--- config.mk ---
export PLATFORM = sky130hd
export DESIGN_NAME = mul_seq
export DESIGN_NICKNAME = d
export VERILOG_FILES = /design/src/rtl/div_pkg.sv /design/src/rtl/mul_acc_step.sv /design/src/rtl/mul_seq.sv
export SDC_FILE = /design/constraint.sdc
export NUM_CORES = 1
export LEC_CHECK = 0
export BUFFER_PORTS_ARGS = -buffer_cell sky130_fd_sc_hd__buf_2
export CAP_MARGIN = 40
export CORE_MARGIN = 8
export CORE_UTILIZATION = 30
export CTS_BUF_LIST = sky130_fd_sc_hd__clkbuf_8
export CTS_CLUSTER_DIAMETER = 50
export DETAILED_ROUTE_END_ITERATION = 6
export HOLD_SLACK_MARGIN = 0.06
export PLACE_DENSITY = 0.57
export SYNTH_ARGS = -nofsm -noshare
export SYNTH_HDL_FRONTEND = slang
export SYNTH_HIERARCHICAL = 1
export SYNTH_SLANG_ARGS = --single-unit
--- constraint.sdc ---
create_clock -name clk -period 6.85 [get_ports clk]
set_input_delay 0.3425 -clock clk [delete_from_list [all_inputs] [get_ports clk]]
set_output_delay 0.3425 -clock clk [all_outputs]
set_load 0.01 [all_outputs]
--- src/rtl/div_pkg.sv ---
// div_pkg: width constants, FSM encoding and standard-cell transistor costs
// shared by the 8-bit/5-bit divider and its inverse, mul_seq.
//   QW   quotient width / iteration count
//   BW   divisor and remainder width
//   AW   reconstructed-dividend width (QW+BW)
package div_pkg;

  localparam int unsigned QW    = 8;
  localparam int unsigned BW    = 5;
  localparam int unsigned AW    = QW + BW;
  localparam int unsigned ITER  = QW;
  localparam int unsigned CW    = $clog2(ITER);
  localparam int unsigned NUM_W = 51;

  typedef enum logic [1:0] {
    IDLE = 2'b00,
    RUN  = 2'b01,
    DONE = 2'b10
  } state_t;

  // Standard gate cell transistor costs.
  localparam int unsigned T_AND2 = 6;
  localparam int unsigned T_OR2  = 6;
  localparam int unsigned T_FA   = 28;
  localparam int unsigned T_DFF  = 24;

endpackage

--- src/rtl/mul_acc_step.sv ---
// mul_acc_step: one shift-add iteration. The multiplicand is gated by the
// multiplier LSB (AND2 per bit) and added to the accumulator through an
// AW-bit ripple full-adder chain; the carry-out is dropped.
//   acc     current accumulator
//   mcand   current (shifted) multiplicand
//   en      multiplier LSB
//   sum     next accumulator value
//   number  transistor count of this cell group (constant)
module mul_acc_step
  import div_pkg::*;
(
  input  logic [AW-1:0]    acc,
  input  logic [AW-1:0]    mcand,
  input  logic             en,
  output logic [AW-1:0]    sum,
  output logic [NUM_W-1:0] number
);

  always_comb begin
    logic carry;
    logic g;
    carry = 1'b0;
    g     = 1'b0;
    sum   = '0;
    for (int unsigned i = 0; i < AW; i++) begin
      g      = mcand[i] & en;
      sum[i] = acc[i] ^ g ^ carry;
      carry  = (acc[i] & g) | (carry & (acc[i] ^ g));
    end
  end

  assign number = NUM_W'(AW * (T_AND2 + T_FA));

endmodule

--- src/rtl/mul_seq.sv ---
// mul_seq: sequential shift-add multiplier-accumulator, o_a = i_q*i_b + i_r,
// one quotient bit per clock over QW clocks. Inverse of the array divider.
//   clk, rst_n    clock (rising edge), asynchronous active-low reset
//   i_in_valid    operand strobe, sampled only in IDLE or DONE
//   i_q, i_b, i_r quotient (multiplier), divisor, remainder (seed)
//   o_a           reconstructed dividend, updated only when a run completes
//   o_out_valid   one-cycle result pulse
//   o_busy        high while iterating
//   number        total transistor count of instantiated cells (constant)
//   o_err         (MUL_CHECK_EN only) operand triple was not a legal divider
//                 output; valid alongside o_out_valid, held otherwise
module mul_seq
  import div_pkg::*;
(
  input  logic             clk,
  input  logic             rst_n,
  input  logic             i_in_valid,
  input  logic [QW-1:0]    i_q,
  input  logic [BW-1:0]    i_b,
  input  logic [BW-1:0]    i_r,
  output logic [AW-1:0]    o_a,
  output logic             o_out_valid,
  output logic             o_busy,
`ifdef MUL_CHECK_EN
  output logic             o_err,
`endif
  output logic [NUM_W-1:0] number
);

  state_t state, state_next;

  logic [CW-1:0]    cnt;
  logic [QW-1:0]    mq;
  logic [AW-1:0]    mb;
  logic [AW-1:0]    acc;
  logic [AW-1:0]    acc_next;
  logic [NUM_W-1:0] step_number;
  logic             accept;
  logic             last;

  // state(2) + cnt + multiplier + multiplicand + accumulator + o_a + valid
  localparam int unsigned N_FLOPS = 2 + CW + QW + AW + AW + AW + 1;
`ifdef MUL_CHECK_EN
  // captured flag + o_err flops, r>=b subtractor, b==0 and overflow OR trees
  localparam int unsigned CHK_TR = 2 * T_DFF + BW * T_FA + (2 * (BW - 1) + 2) * T_OR2;
`else
  localparam int unsigned CHK_TR = 0;
`endif

  assign accept = (state != RUN) && i_in_valid;
  assign last   = (cnt == CW'(ITER - 1));

  mul_acc_step u_step (
    .acc    (acc),
    .mcand  (mb),
    .en     (mq[0]),
    .sum    (acc_next),
    .number (step_number)
  );

  assign number = step_number + NUM_W'(N_FLOPS * T_DFF + CHK_TR);

  always_ff @(posedge clk or negedge rst_n) begin
    if (!rst_n) state <= IDLE;
    else        state <= state_next;
  end

  always_comb begin
    state_next = state;
    unique case (state)
      IDLE:    state_next = i_in_valid ? RUN : IDLE;
      RUN:     state_next = last ? DONE : RUN;
      DONE:    state_next = i_in_valid ? RUN : IDLE;
      default: state_next = IDLE;
    endcase
  end

  // Decoded straight from the state flops, so it cannot glitch at DONE.
  always_comb begin
    o_busy = (state == RUN);
  end

  always_ff @(posedge clk or negedge rst_n) begin
    if (!rst_n) begin
      cnt         <= '0;
      mq          <= '0;
      mb          <= '0;
      acc         <= '0;
      o_a         <= '0;
      o_out_valid <= 1'b0;
    end else begin
      o_out_valid <= (state == RUN) && last;
      if (accept) begin
        mq  <= i_q;
        mb  <= {{QW{1'b0}}, i_b};
        acc <= {{QW{1'b0}}, i_r};
        cnt <= '0;
      end else if (state == RUN) begin
        acc <= acc_next;
        mb  <= {mb[AW-2:0], 1'b0};
        mq  <= {1'b0, mq[QW-1:1]};
        cnt <= cnt + CW'(1);
        if (last) o_a <= acc_next;
      end
    end
  end

`ifdef MUL_CHECK_EN
  logic bad_in;

  always_ff @(posedge clk or negedge rst_n) begin
    if (!rst_n) begin
      bad_in <= 1'b0;
      o_err  <= 1'b0;
    end else begin
      if (accept) bad_in <= (i_b == '0) || (i_r >= i_b);
      // A legal dividend never exceeds QW bits.
      if ((state == RUN) && last) o_err <= bad_in || (|acc_next[AW-1:QW]);
    end
  end
`endif

endmodule
==> flow_summary.ini, run 1 <==
[cts]
clock_sink_count = 53
tritoncts_clock_tree = built
cts.hold.buffers_added = 0
clkLatencyLatePin_ns = 0.32
cts-htree-levels = 2
max-clock-path-buffers = 2
cts_inserted_buffers = 5
postCtsResizedCells = 0
setup_fix_buffers_added_after_clock_tree_synthesis = 0
worst_setup_hold_path_clk_slew_ns = 0.11
root_cell_of_the_clock_tree = sky130_fd_sc_hd__clkbuf_8

[power_and_ir_drop]
power.static_leakage_nw = 1.83
power_mw = 1.18
vdd_drop_max_uv = 105
p_per_area_nw_per_um2 = 283

[synth]
postSynthRegisterBits = 53
syn_inst = 440
synth_adder_area_share = 0.0688
ys_types = 32
synth-async-reset-ratio = 1.00
synth-simple-area-share = 0.213
synth_compound_gate_area_share = 0.0528
ys.warnings.count = 6
number_of_enable_flip_flop_cells_after_synthesis = 0
synth_xor_area_frac = 0.105
post_synthesis_cell_area_um2 = 3930
dominant_combinational_cell_family_by_area_after_synthesis = simple AND/OR/NAND/NOR gates
share_of_cell_area_taken_by_muxes_after_synthesis = 0.0831
postSynthAreaPerCell_um2 = 8.93
synth_top_flop_cell = sky130_fd_sc_hd__dfrtp_1
synth.yosys.seq_area_share = 0.337

[setup_path]
critical_path.most_common_cell = sky130_fd_sc_hd__fa_1
r2r_cells = 18
critical_path_arrival_ns = 5.95
critPathLaunchType = flip-flop
crit_path_largest_cell_delay_ns = 0.52
crit_type = flip-flop to flip-flop
worstPathCellList = and2_1 -> ha_1 -> inv_1 -> fa_1 -> inv_1 -> fa_1 -> fa_1 -> fa_1 -> fa_1 -> fa_1 -> fa_1 -> fa_1 -> fa_1 -> fa_1 -> fa_1 -> xor2_1 -> xnor2_1 -> mux2_2
critical_path.top_delay_family = adder cells
critical_path_cell_count = 18
worstSetupEndpointType = flip-flop
slowest_stage = sky130_fd_sc_hd__dfrtp_1
timing.rr.end = o_a[12]
cp_data_required_time_ns = 7.07
crit_fanout = 14
crit_buf_inv = 2
worst_r2r_startpoint = mq[0]
timing.reg2reg.setup_slack_ns = 1.12

[cells_and_area]
post-route-util = 0.319
sequential_cell_area_um2 = 1330
n_antenna_cell = 0
multiInputGateArea_um2 = 2250
areaGrowthSynthToFinish_pct = 5.89
filler_cell_count = 1411
final_net_count = 499
final-instance-count-excl-fill = 640
post_route_cells_drive_above_1_share = 0.134

[run]
cap_viol_max_count = 0

[worst_hold_path]
min-delay-path-class = input pin to asynchronous set/reset pin

[floorplan]
core.rowCount = 42
die_ar_um2 = 17000
chipWidth_um = 130
start_util = 0.302
design.core.area_um2 = 13000
die_height_um = 130
boundaryPins = 87

[timing]
final_worst_path_cycle_share = 0.837
finalSetupViolations = 0
max_slew_margin = 0.513
fin_worst_skew_ns = 0.0151
clock.fmax_ghz = 0.174
final_max_slew_viol_count = 0
hold_viol = 0
sum_of_negative_setup_slack_ns = 0
final_period_minus_worst_setup_slack_ns = 5.73
rsz0062_at_grt = false
worst_slew_pin_slew_ns = 0.729

[drt]
drt_drc_violations_left = 0
finalWirelength_mm = 8.33
vias = 2857
viasPerCell = 4.46
route.detailed.wl_per_inst_um = 13.0
initialDrtViolationCount = 113
firstDrtPassIters = 4
route.antenna.remaining_nets = 0

[place]
detailedPlacementHpwl_mm = 6.29
dp_cells = 632
numPortBuffers = 35
globalplace.congestion = 0.811

[global_route]
global_route.usage.total = 0.0996
grt_pass1_vias = 2862
grt-ovfl-total = 0
global_route_wire_length_before_repair_mm = 13.9
grt_max_degree = 54
initial_antenna_violation_count = 0

[outcome]
outcome = finished clean
-- sequential cells by signal, indices dropped and copies added (netlist names) --
name / count
state: 2
cnt: 3
mq: 8
mb: 13
o_out_valid: 1
acc: 13
o_a: 13
-- how the worst max path moves through the flow --
stage | startpoint | endpoint | slack, ns
2_1_floorplan | mq[0] | o_a[12] | 1.32
3_3_place_gp | mq[0] | o_a[12] | 1.18
3_5_place_dp | mq[0] | o_a[12] | 1.09
4_1_cts | mq[0] | o_a[12] | 1.08
5_1_grt | mq[0] | o_a[12] | 0.88
6_report | mq[0] | o_a[12] | 1.12
-- where the power goes --
group | internal, mW | switching (mW)
sequential | 0.443 | 0.0866
combinational | 0.195 | 0.270
clock | 0.0747 | 0.110
total | 0.713 | 0.466
-- cells by family after synthesis --
family	after synthesis
mux	31
buf+inv	87
xor+xnor	47
flops	53
simple gates	165
fa+ha+maj	15
compound gates	40
other cells	2
-- metrics by stage --
stage / hold slack (ns) / setup slack, ns / instance area, um^2
floorplan: 0.0469 / 1.32 / 4110
global placement: 0.459 / 1.18 / 4040
detailed placement: 0.473 / 1.09 / 4070
CTS: 0.158 / 1.08 / 4160
global route: 0.189 / 0.885 / 4160
finish: 0.145 / 1.12 / 4160
-- layout make-up --
class                      count  share of cell area
sequential                    53               0.319
multi-input combinational    349               0.540
timing repair buffer          37              0.0505
tap                          176              0.0529
clock buffer                   5              0.0165
clock inverter                 3             0.00631
inverter                      17              0.0153
-- per-layer routing --
layer  up-vias  global-route usage  wire length (um)
met5         -                   0                 0
met3         7              0.0410               800
li1       1435                   -                 -
met4         0              0.0250                75
met2        72               0.171              4020
met1      1343               0.113              3430
-- synthesized netlist by cell type, drive strengths merged (4+ instances only) --
| cell type | n | area share |
|---|---|---|
| and2 | 12 | 0.019 |
| and3 | 4 | 0.0064 |
| buf | 60 | 0.11 |
| clkbuf | 10 | 0.0096 |
| dfrtp | 53 | 0.34 |
| fa | 11 | 0.056 |
| ha | 4 | 0.013 |
| inv | 17 | 0.016 |
| mux2 | 13 | 0.037 |
| mux2i | 18 | 0.046 |
| nand2 | 69 | 0.066 |
| nand3 | 21 | 0.027 |
| nand4 | 27 | 0.047 |
| nor2 | 9 | 0.0086 |
| nor3 | 9 | 0.011 |
| nor4 | 10 | 0.020 |
| o21ai | 35 | 0.045 |
| xnor2 | 41 | 0.091 |
| xor2 | 6 | 0.013 |
-- placed cells by master (no fill, tap or decap), types with 2 or more instances in the layout --
cell / instances
sky130_fd_sc_hd__a21oi_1: 2
sky130_fd_sc_hd__and2_1: 12
sky130_fd_sc_hd__and3_1: 4
sky130_fd_sc_hd__buf_2: 35
sky130_fd_sc_hd__clkbuf_8: 5
sky130_fd_sc_hd__clkinv_4: 2
sky130_fd_sc_hd__conb_1: 51
sky130_fd_sc_hd__dfrtp_1: 53
sky130_fd_sc_hd__fa_1: 11
sky130_fd_sc_hd__ha_1: 4
sky130_fd_sc_hd__inv_1: 16
sky130_fd_sc_hd__mux2_2: 13
sky130_fd_sc_hd__mux2i_1: 18
sky130_fd_sc_hd__nand2_1: 69
sky130_fd_sc_hd__nand3_1: 21
sky130_fd_sc_hd__nand4_1: 26
sky130_fd_sc_hd__nand4b_1: 2
sky130_fd_sc_hd__nor2_1: 9
sky130_fd_sc_hd__nor3_1: 9
sky130_fd_sc_hd__nor4_1: 9
sky130_fd_sc_hd__o21ai_0: 35
sky130_fd_sc_hd__xnor2_1: 41
sky130_fd_sc_hd__xor2_1: 6
(Power assumes the default switching activity.)
==> inputs of run 2 (changes only) <==
==> constraint.sdc (replaced) <==
create_clock -name clk -period 5.4 [get_ports clk]
set_input_delay 0.27 -clock clk [delete_from_list [all_inputs] [get_ports clk]]
set_output_delay 0.27 -clock clk [all_outputs]
set_load 0.01 [all_outputs]
==> run 2 against run 1 <==
  * Power increased by 25%
  * Combinational power increased by 30%
  * Non-clock buffer count increased by 2
  * Routed wire length increased by 0.72%
  * Global-route usage increased by 0.24 points
  * Critical path type unchanged
  * Critical endpoint unchanged
  * Largest cell class unchanged
==> flow_summary.ini, run 2 (synthesis gave the netlist of run 1 again) <==
[floorplan]
core.rowCount = 42
boundaryPins = 87
die_height_um = 130
chipWidth_um = 130
die_ar_um2 = 17000
design.core.area_um2 = 13000
start_util = 0.302

[place]
globalplace.congestion = 0.757
dp_cells = 633
detailedPlacementHpwl_mm = 6.35
numPortBuffers = 35

[global_route]
grt_max_degree = 54
global_route_wire_length_before_repair_mm = 14.2
global_route.usage.total = 0.102
initial_antenna_violation_count = 0
grt-ovfl-total = 0
grt_pass1_vias = 2867

[cts]
cts_inserted_buffers = 5
clock_sink_count = 53
tritoncts_clock_tree = built
root_cell_of_the_clock_tree = sky130_fd_sc_hd__clkbuf_8
max-clock-path-buffers = 2
worst_setup_hold_path_clk_slew_ns = 0.10
clkLatencyLatePin_ns = 0.30
cts-htree-levels = 2
cts.hold.buffers_added = 0

[timing]
rsz0062_at_grt = false
timing.hold.ws_ns = 0.0770
worst_slew_pin_slew_ns = 0.721
clock.fmax_ghz = 0.192
fin_worst_skew_ns = 0.00872
final_max_slew_viol_count = 0
max_slew_margin = 0.518
sum_of_negative_setup_slack_ns = 0
final_period_minus_worst_setup_slack_ns = 5.20
hold_viol = 0
finalSetupViolations = 0
final_worst_path_cycle_share = 0.964

[setup_path]
crit_fanout = 2
slowest_stage = sky130_fd_sc_hd__dfrtp_1
crit_type = flip-flop to flip-flop
crit_path_largest_cell_delay_ns = 0.38
timing.rr.end = o_a[12]
worst_r2r_startpoint = mb[0]
timing.reg2reg.setup_slack_ns = 0.20
critical_path_arrival_ns = 5.39
critical_path.most_common_cell = sky130_fd_sc_hd__fa_2
startpoint = mb[0]
r2r_cells = 18
worstPathCellList = and2_1 -> ha_1 -> inv_1 -> fa_1 -> inv_1 -> fa_2 -> fa_2 -> fa_2 -> fa_2 -> fa_2 -> fa_2 -> fa_2 -> fa_2 -> fa_2 -> fa_2 -> xor2_1 -> xnor2_1 -> mux2_2
critPathLaunchType = flip-flop
worstSetupEndpointType = flip-flop
cp_data_required_time_ns = 5.59

[drt]
route.detailed.wl_per_inst_um = 13.1
viasPerCell = 4.43
firstDrtPassIters = 5
finalWirelength_mm = 8.39
vias = 2846
route.antenna.remaining_nets = 0
initialDrtViolationCount = 77
drt_drc_violations_left = 0

[cells_and_area]
post-route-util = 0.321
post_route_cells_drive_above_1_share = 0.157
reg_top3 = acc: 13 flops, mb: 13 flops, o_a: 13 flops
areaGrowthSynthToFinish_pct = 6.40
final_net_count = 501
n_antenna_cell = 0
most_frequent_cells_in_the_layout = sky130_fd_sc_hd__nand2_1, sky130_fd_sc_hd__dfrtp_1, sky130_fd_sc_hd__conb_1, sky130_fd_sc_hd__xnor2_1
final-instance-count-excl-fill = 642
final_common_cell = sky130_fd_sc_hd__nand2_1

[power_and_ir_drop]
power_mw = 1.48
vdd_drop_max_uv = 131
p_per_area_nw_per_um2 = 354
power.static_leakage_nw = 1.82

[worst_hold_path]
min-delay-path-class = input pin to asynchronous set/reset pin

[outcome]
outcome = finished clean

[run]
cap_viol_max_count = 0
-- run 2: changes by cell type in the layout (fill, tap and decap cells not counted), moves of 2 or more --
cell / delta
sky130_fd_sc_hd__buf_4: +2
sky130_fd_sc_hd__clkinv_2: +2
sky130_fd_sc_hd__clkinv_4: -2
sky130_fd_sc_hd__fa_1: -10
sky130_fd_sc_hd__fa_2: +10
-- run 2: worst max-delay path by stage --
stage,to
2_1_floorplan,o_a[12]
3_3_place_gp,o_a[12]
3_5_place_dp,o_a[12]
4_1_cts,o_a[12]
5_1_grt,o_a[12]
6_report,o_a[12]
-- run 2: through the flow --
step	instance area [um^2]	setup WS (ns)
2_1_floorplan	4120	0.0246
3_3_place_gp	4060	0.0458
3_5_place_dp	4080	-0.0384
4_1_cts	4170	0.00580
5_1_grt	4180	0.00985
6_report	4180	0.197
-- run 2: area by class of cell --
class / instances / area, um^2
fillers: 1401 / 8850
flip-flops and latches: 53 / 1330
clock buffers: 5 / 68.8
well taps: 176 / 220
clock inverters: 3 / 13.8
repair buffers: 39 / 218
multi-input cells: 349 / 2270
inverters: 17 / 63.8
-- run 2: repair_timing --
item / 4_1_cts / 5_1_grt
pin swaps: 0 / 2
buffers inserted: 1 / 0
endpoints found under the setup margin: 1 / 2
resized for setup: 1 / 5
-- run 2: per-layer routing --
| layer | global-route usage | wire length, um | share of wire |
|---|---|---|---|
| met4 | 0.0243 | 79 | 0.0094 |
| met3 | 0.0377 | 780 | 0.093 |
| met1 | 0.120 | 3440 | 0.41 |
| met5 | 0 | 0 | 0 |
| met2 | 0.174 | 4090 | 0.49 |
-- run 2: worst max-delay path, delay by kind of cell, from the launching register on --
kind	cells	cell delay (ns)
xor gates and xnor gates	2	0.31
adders and majority gates	12	3.85
buffers and inverters	2	0.12
DFF	1	0.38
muxes	1	0.27
and+or+nand+nor	1	0.16
-- run 2: power breakdown --
group	leakage [nW]	switching [mW]	total, mW	internal [mW]
Sequential	0.677	0.0998	0.662	0.562
Clock	0.0491	0.126	0.214	0.0884
Combinational	1.09	0.350	0.603	0.253
==> inputs of run 3 (changes only) <==
--- a/config.mk
+++ b/config.mk
@@ -7,6 +7,7 @@
 export LEC_CHECK = 0
 export BUFFER_PORTS_ARGS = -buffer_cell sky130_fd_sc_hd__buf_2
 export CAP_MARGIN = 40
+export CORE_ASPECT_RATIO = 1.75
 export CORE_MARGIN = 8
 export CORE_UTILIZATION = 30
 export CTS_BUF_LIST = sky130_fd_sc_hd__clkbuf_8
@@ -18,3 +19,4 @@
 export SYNTH_HDL_FRONTEND = slang
 export SYNTH_HIERARCHICAL = 1
 export SYNTH_SLANG_ARGS = --single-unit
+export TNS_END_PERCENT = 5
==> run 3 against run 2 <==
  * Sequential share of layout area down 0.33 points
  * Maximum frequency down 0.27%
  * First-iteration DRC count down 44%
  * Worst setup slack worse by 0.014 ns
  * Critical path type unchanged
==> flow_summary.ini, run 3 (synthesis gave the netlist of run 1 again) <==
[setup_path]
critical_path_arrival_ns = 5.42
worstSetupEndpointType = flip-flop
critical_path.top_delay_family = adder cells
slowest_stage = sky130_fd_sc_hd__dfrtp_1
worstPathCellList = and2_1 -> ha_1 -> inv_1 -> fa_1 -> inv_1 -> fa_2 -> fa_2 -> fa_2 -> fa_2 -> fa_2 -> fa_2 -> fa_2 -> fa_1 -> fa_2 -> fa_2 -> xor2_2 -> xnor2_1 -> mux2_2
critical_path.most_common_cell = sky130_fd_sc_hd__fa_2
crit_fanout = 2
crit_type = flip-flop to flip-flop
crit_path_largest_cell_delay_ns = 0.39
critPathLaunchType = flip-flop
crit_buf_inv = 2
cp_data_required_time_ns = 5.61

[drt]
route.antenna.remaining_nets = 0
drt_drc_violations_left = 0
initialDrtViolationCount = 43
finalWirelength_mm = 8.73
route.detailed.wl_per_inst_um = 13.7
vias = 2875
firstDrtPassIters = 4
viasPerCell = 4.51

[power_and_ir_drop]
power.static_leakage_nw = 1.83
power_mw = 1.56
vdd_drop_max_uv = 121
p_per_area_nw_per_um2 = 370

[cts]
cts-htree-levels = 2
clock_sink_count = 53
max-clock-path-buffers = 2
worst_setup_hold_path_clk_slew_ns = 0.10
clkLatencyLatePin_ns = 0.31
tritoncts_clock_tree = built
setup_fix_buffers_added_after_clock_tree_synthesis = 0
cts_inserted_buffers = 5
root_cell_of_the_clock_tree = sky130_fd_sc_hd__clkbuf_8

[timing]
sum_of_negative_setup_slack_ns = 0
timing.hold.ws_ns = 0.0642
finalSetupViolations = 0
final_worst_path_cycle_share = 0.966
final_max_slew_viol_count = 0
fin_worst_skew_ns = 0.00710
hold_viol = 0
final_period_minus_worst_setup_slack_ns = 5.22
rsz0062_at_grt = false
worst_slew_pin_slew_ns = 0.716
clock.fmax_ghz = 0.192
max_slew_margin = 0.522

[global_route]
initial_antenna_violation_count = 0
grt_max_degree = 54
global_route_wire_length_before_repair_mm = 14.9
grt_pass1_vias = 3083
global_route.usage.total = 0.107
grt-ovfl-total = 0

[cells_and_area]
reg_top3 = acc: 13 flops, mb: 13 flops, o_a: 13 flops
post_route_cells_drive_above_1_share = 0.159
areaGrowthSynthToFinish_pct = 7.51
final_net_count = 501
most_frequent_cells_in_the_layout = sky130_fd_sc_hd__nand2_1, sky130_fd_sc_hd__dfrtp_1, sky130_fd_sc_hd__conb_1, sky130_fd_sc_hd__xnor2_1
n_antenna_cell = 0
final_common_cell = sky130_fd_sc_hd__nand2_1

[floorplan]
die_height_um = 167
core.rowCount = 55
chipWidth_um = 103
boundaryPins = 87
die_ar_um2 = 17200
start_util = 0.305
design.core.area_um2 = 12900

[run]
cap_viol_max_count = 0

[worst_hold_path]
min-delay-path-class = input pin to asynchronous set/reset pin

[outcome]
outcome = finished clean

[place]
numPortBuffers = 35
globalplace.congestion = 0.734
detailedPlacementHpwl_mm = 6.82
[run 3: cell count changes in the layout (fill, tap and decap cells not counted)]
cell / change
sky130_fd_sc_hd__buf_12: -1
sky130_fd_sc_hd__buf_16: +1
sky130_fd_sc_hd__bufinv_16: +1
sky130_fd_sc_hd__clkbuf_8: +1
sky130_fd_sc_hd__clkinv_2: -2
sky130_fd_sc_hd__clkinvlp_4: +1
sky130_fd_sc_hd__fa_1: +1
sky130_fd_sc_hd__fa_2: -1
sky130_fd_sc_hd__inv_1: -1
sky130_fd_sc_hd__xor2_1: -1
sky130_fd_sc_hd__xor2_2: +1
[run 3: metrics by stage]
stage / worst slack (ns) / utilization / cells / instance area, um^2
3_3_place_gp: 0.0462 / 0.315 / 628 / 4060
2_1_floorplan: 0.0246 / - / 489 / 4120
6_report: 0.183 / 0.328 / 637 / 4230
4_1_cts: 0.0197 / 0.327 / 637 / 4210
5_1_grt: 0.0390 / 0.328 / 637 / 4230
3_5_place_dp: -0.0395 / 0.317 / 629 / 4090
[run 3: where the power goes]
part           switching, mW  total [mW]  internal, mW
combinational          0.357       0.617         0.261
clock                  0.133       0.284         0.151
sequential            0.0998       0.662         0.562
[run 3: worst paths after layout]
path                           from     endpoint  slack [ns]  depth (start not counted)
max reg2reg                   mb[0]      o_a[12]        0.18                         18
max                           mb[0]      o_a[12]        0.18                         18
min reg2reg                state[0]     state[0]        0.48                          1
max in group asynchronous     rst_n       acc[2]        4.87                          2
min in group clk             i_b[0]        mb[0]        0.20                          3
min                           rst_n  o_out_valid        0.06                          2
[run 3: cell type report]
type                    count  area (um^2)
clock buffers               6         82.6
fillers                  1365         8640
multi-input cells         349         2280
well taps                 171          214
clock inverters             2         37.5
flip-flops and latches     53         1330
inverters                  17         63.8
repair buffers             39          225
[run 3: worst reg2reg max path, stage by stage (launching register included)]
cell and delay, ns:
sky130_fd_sc_hd__dfrtp_1 0.39, sky130_fd_sc_hd__and2_1 0.16, sky130_fd_sc_hd__ha_1 0.17, sky130_fd_sc_hd__inv_1 0.06, sky130_fd_sc_hd__fa_1 0.16, sky130_fd_sc_hd__inv_1 0.05
sky130_fd_sc_hd__fa_2 0.34, sky130_fd_sc_hd__fa_2 0.36, sky130_fd_sc_hd__fa_2 0.35, sky130_fd_sc_hd__fa_2 0.35, sky130_fd_sc_hd__fa_2 0.35, sky130_fd_sc_hd__fa_2 0.35
sky130_fd_sc_hd__fa_2 0.35, sky130_fd_sc_hd__fa_1 0.39, sky130_fd_sc_hd__fa_2 0.35, sky130_fd_sc_hd__fa_2 0.36, sky130_fd_sc_hd__xor2_2 0.16, sky130_fd_sc_hd__xnor2_1 0.15
sky130_fd_sc_hd__mux2_2 0.27
[run 3: layer usage]
| layer | up-vias | routed length (um) | GRT usage |
|---|---|---|---|
| met3 | 5 | 678 | 0.0324 |
| met4 | 0 | 114 | 0.0347 |
| li1 | 1447 | - | - |
| met1 | 1352 | 3300 | 0.111 |
| met5 | - | 0 | 0 |
| met2 | 71 | 4640 | 0.195 |
[run 3: timing repair]
| action | in CTS | in global routing |
|---|---|---|
| gates resized for setup | 2 | 4 |
| endpoints found under the setup margin | 2 | 2 |
| pin swaps | 2 | 0 |
| hold buffers | 0 | 0 |
| cloned | 0 | 0 |
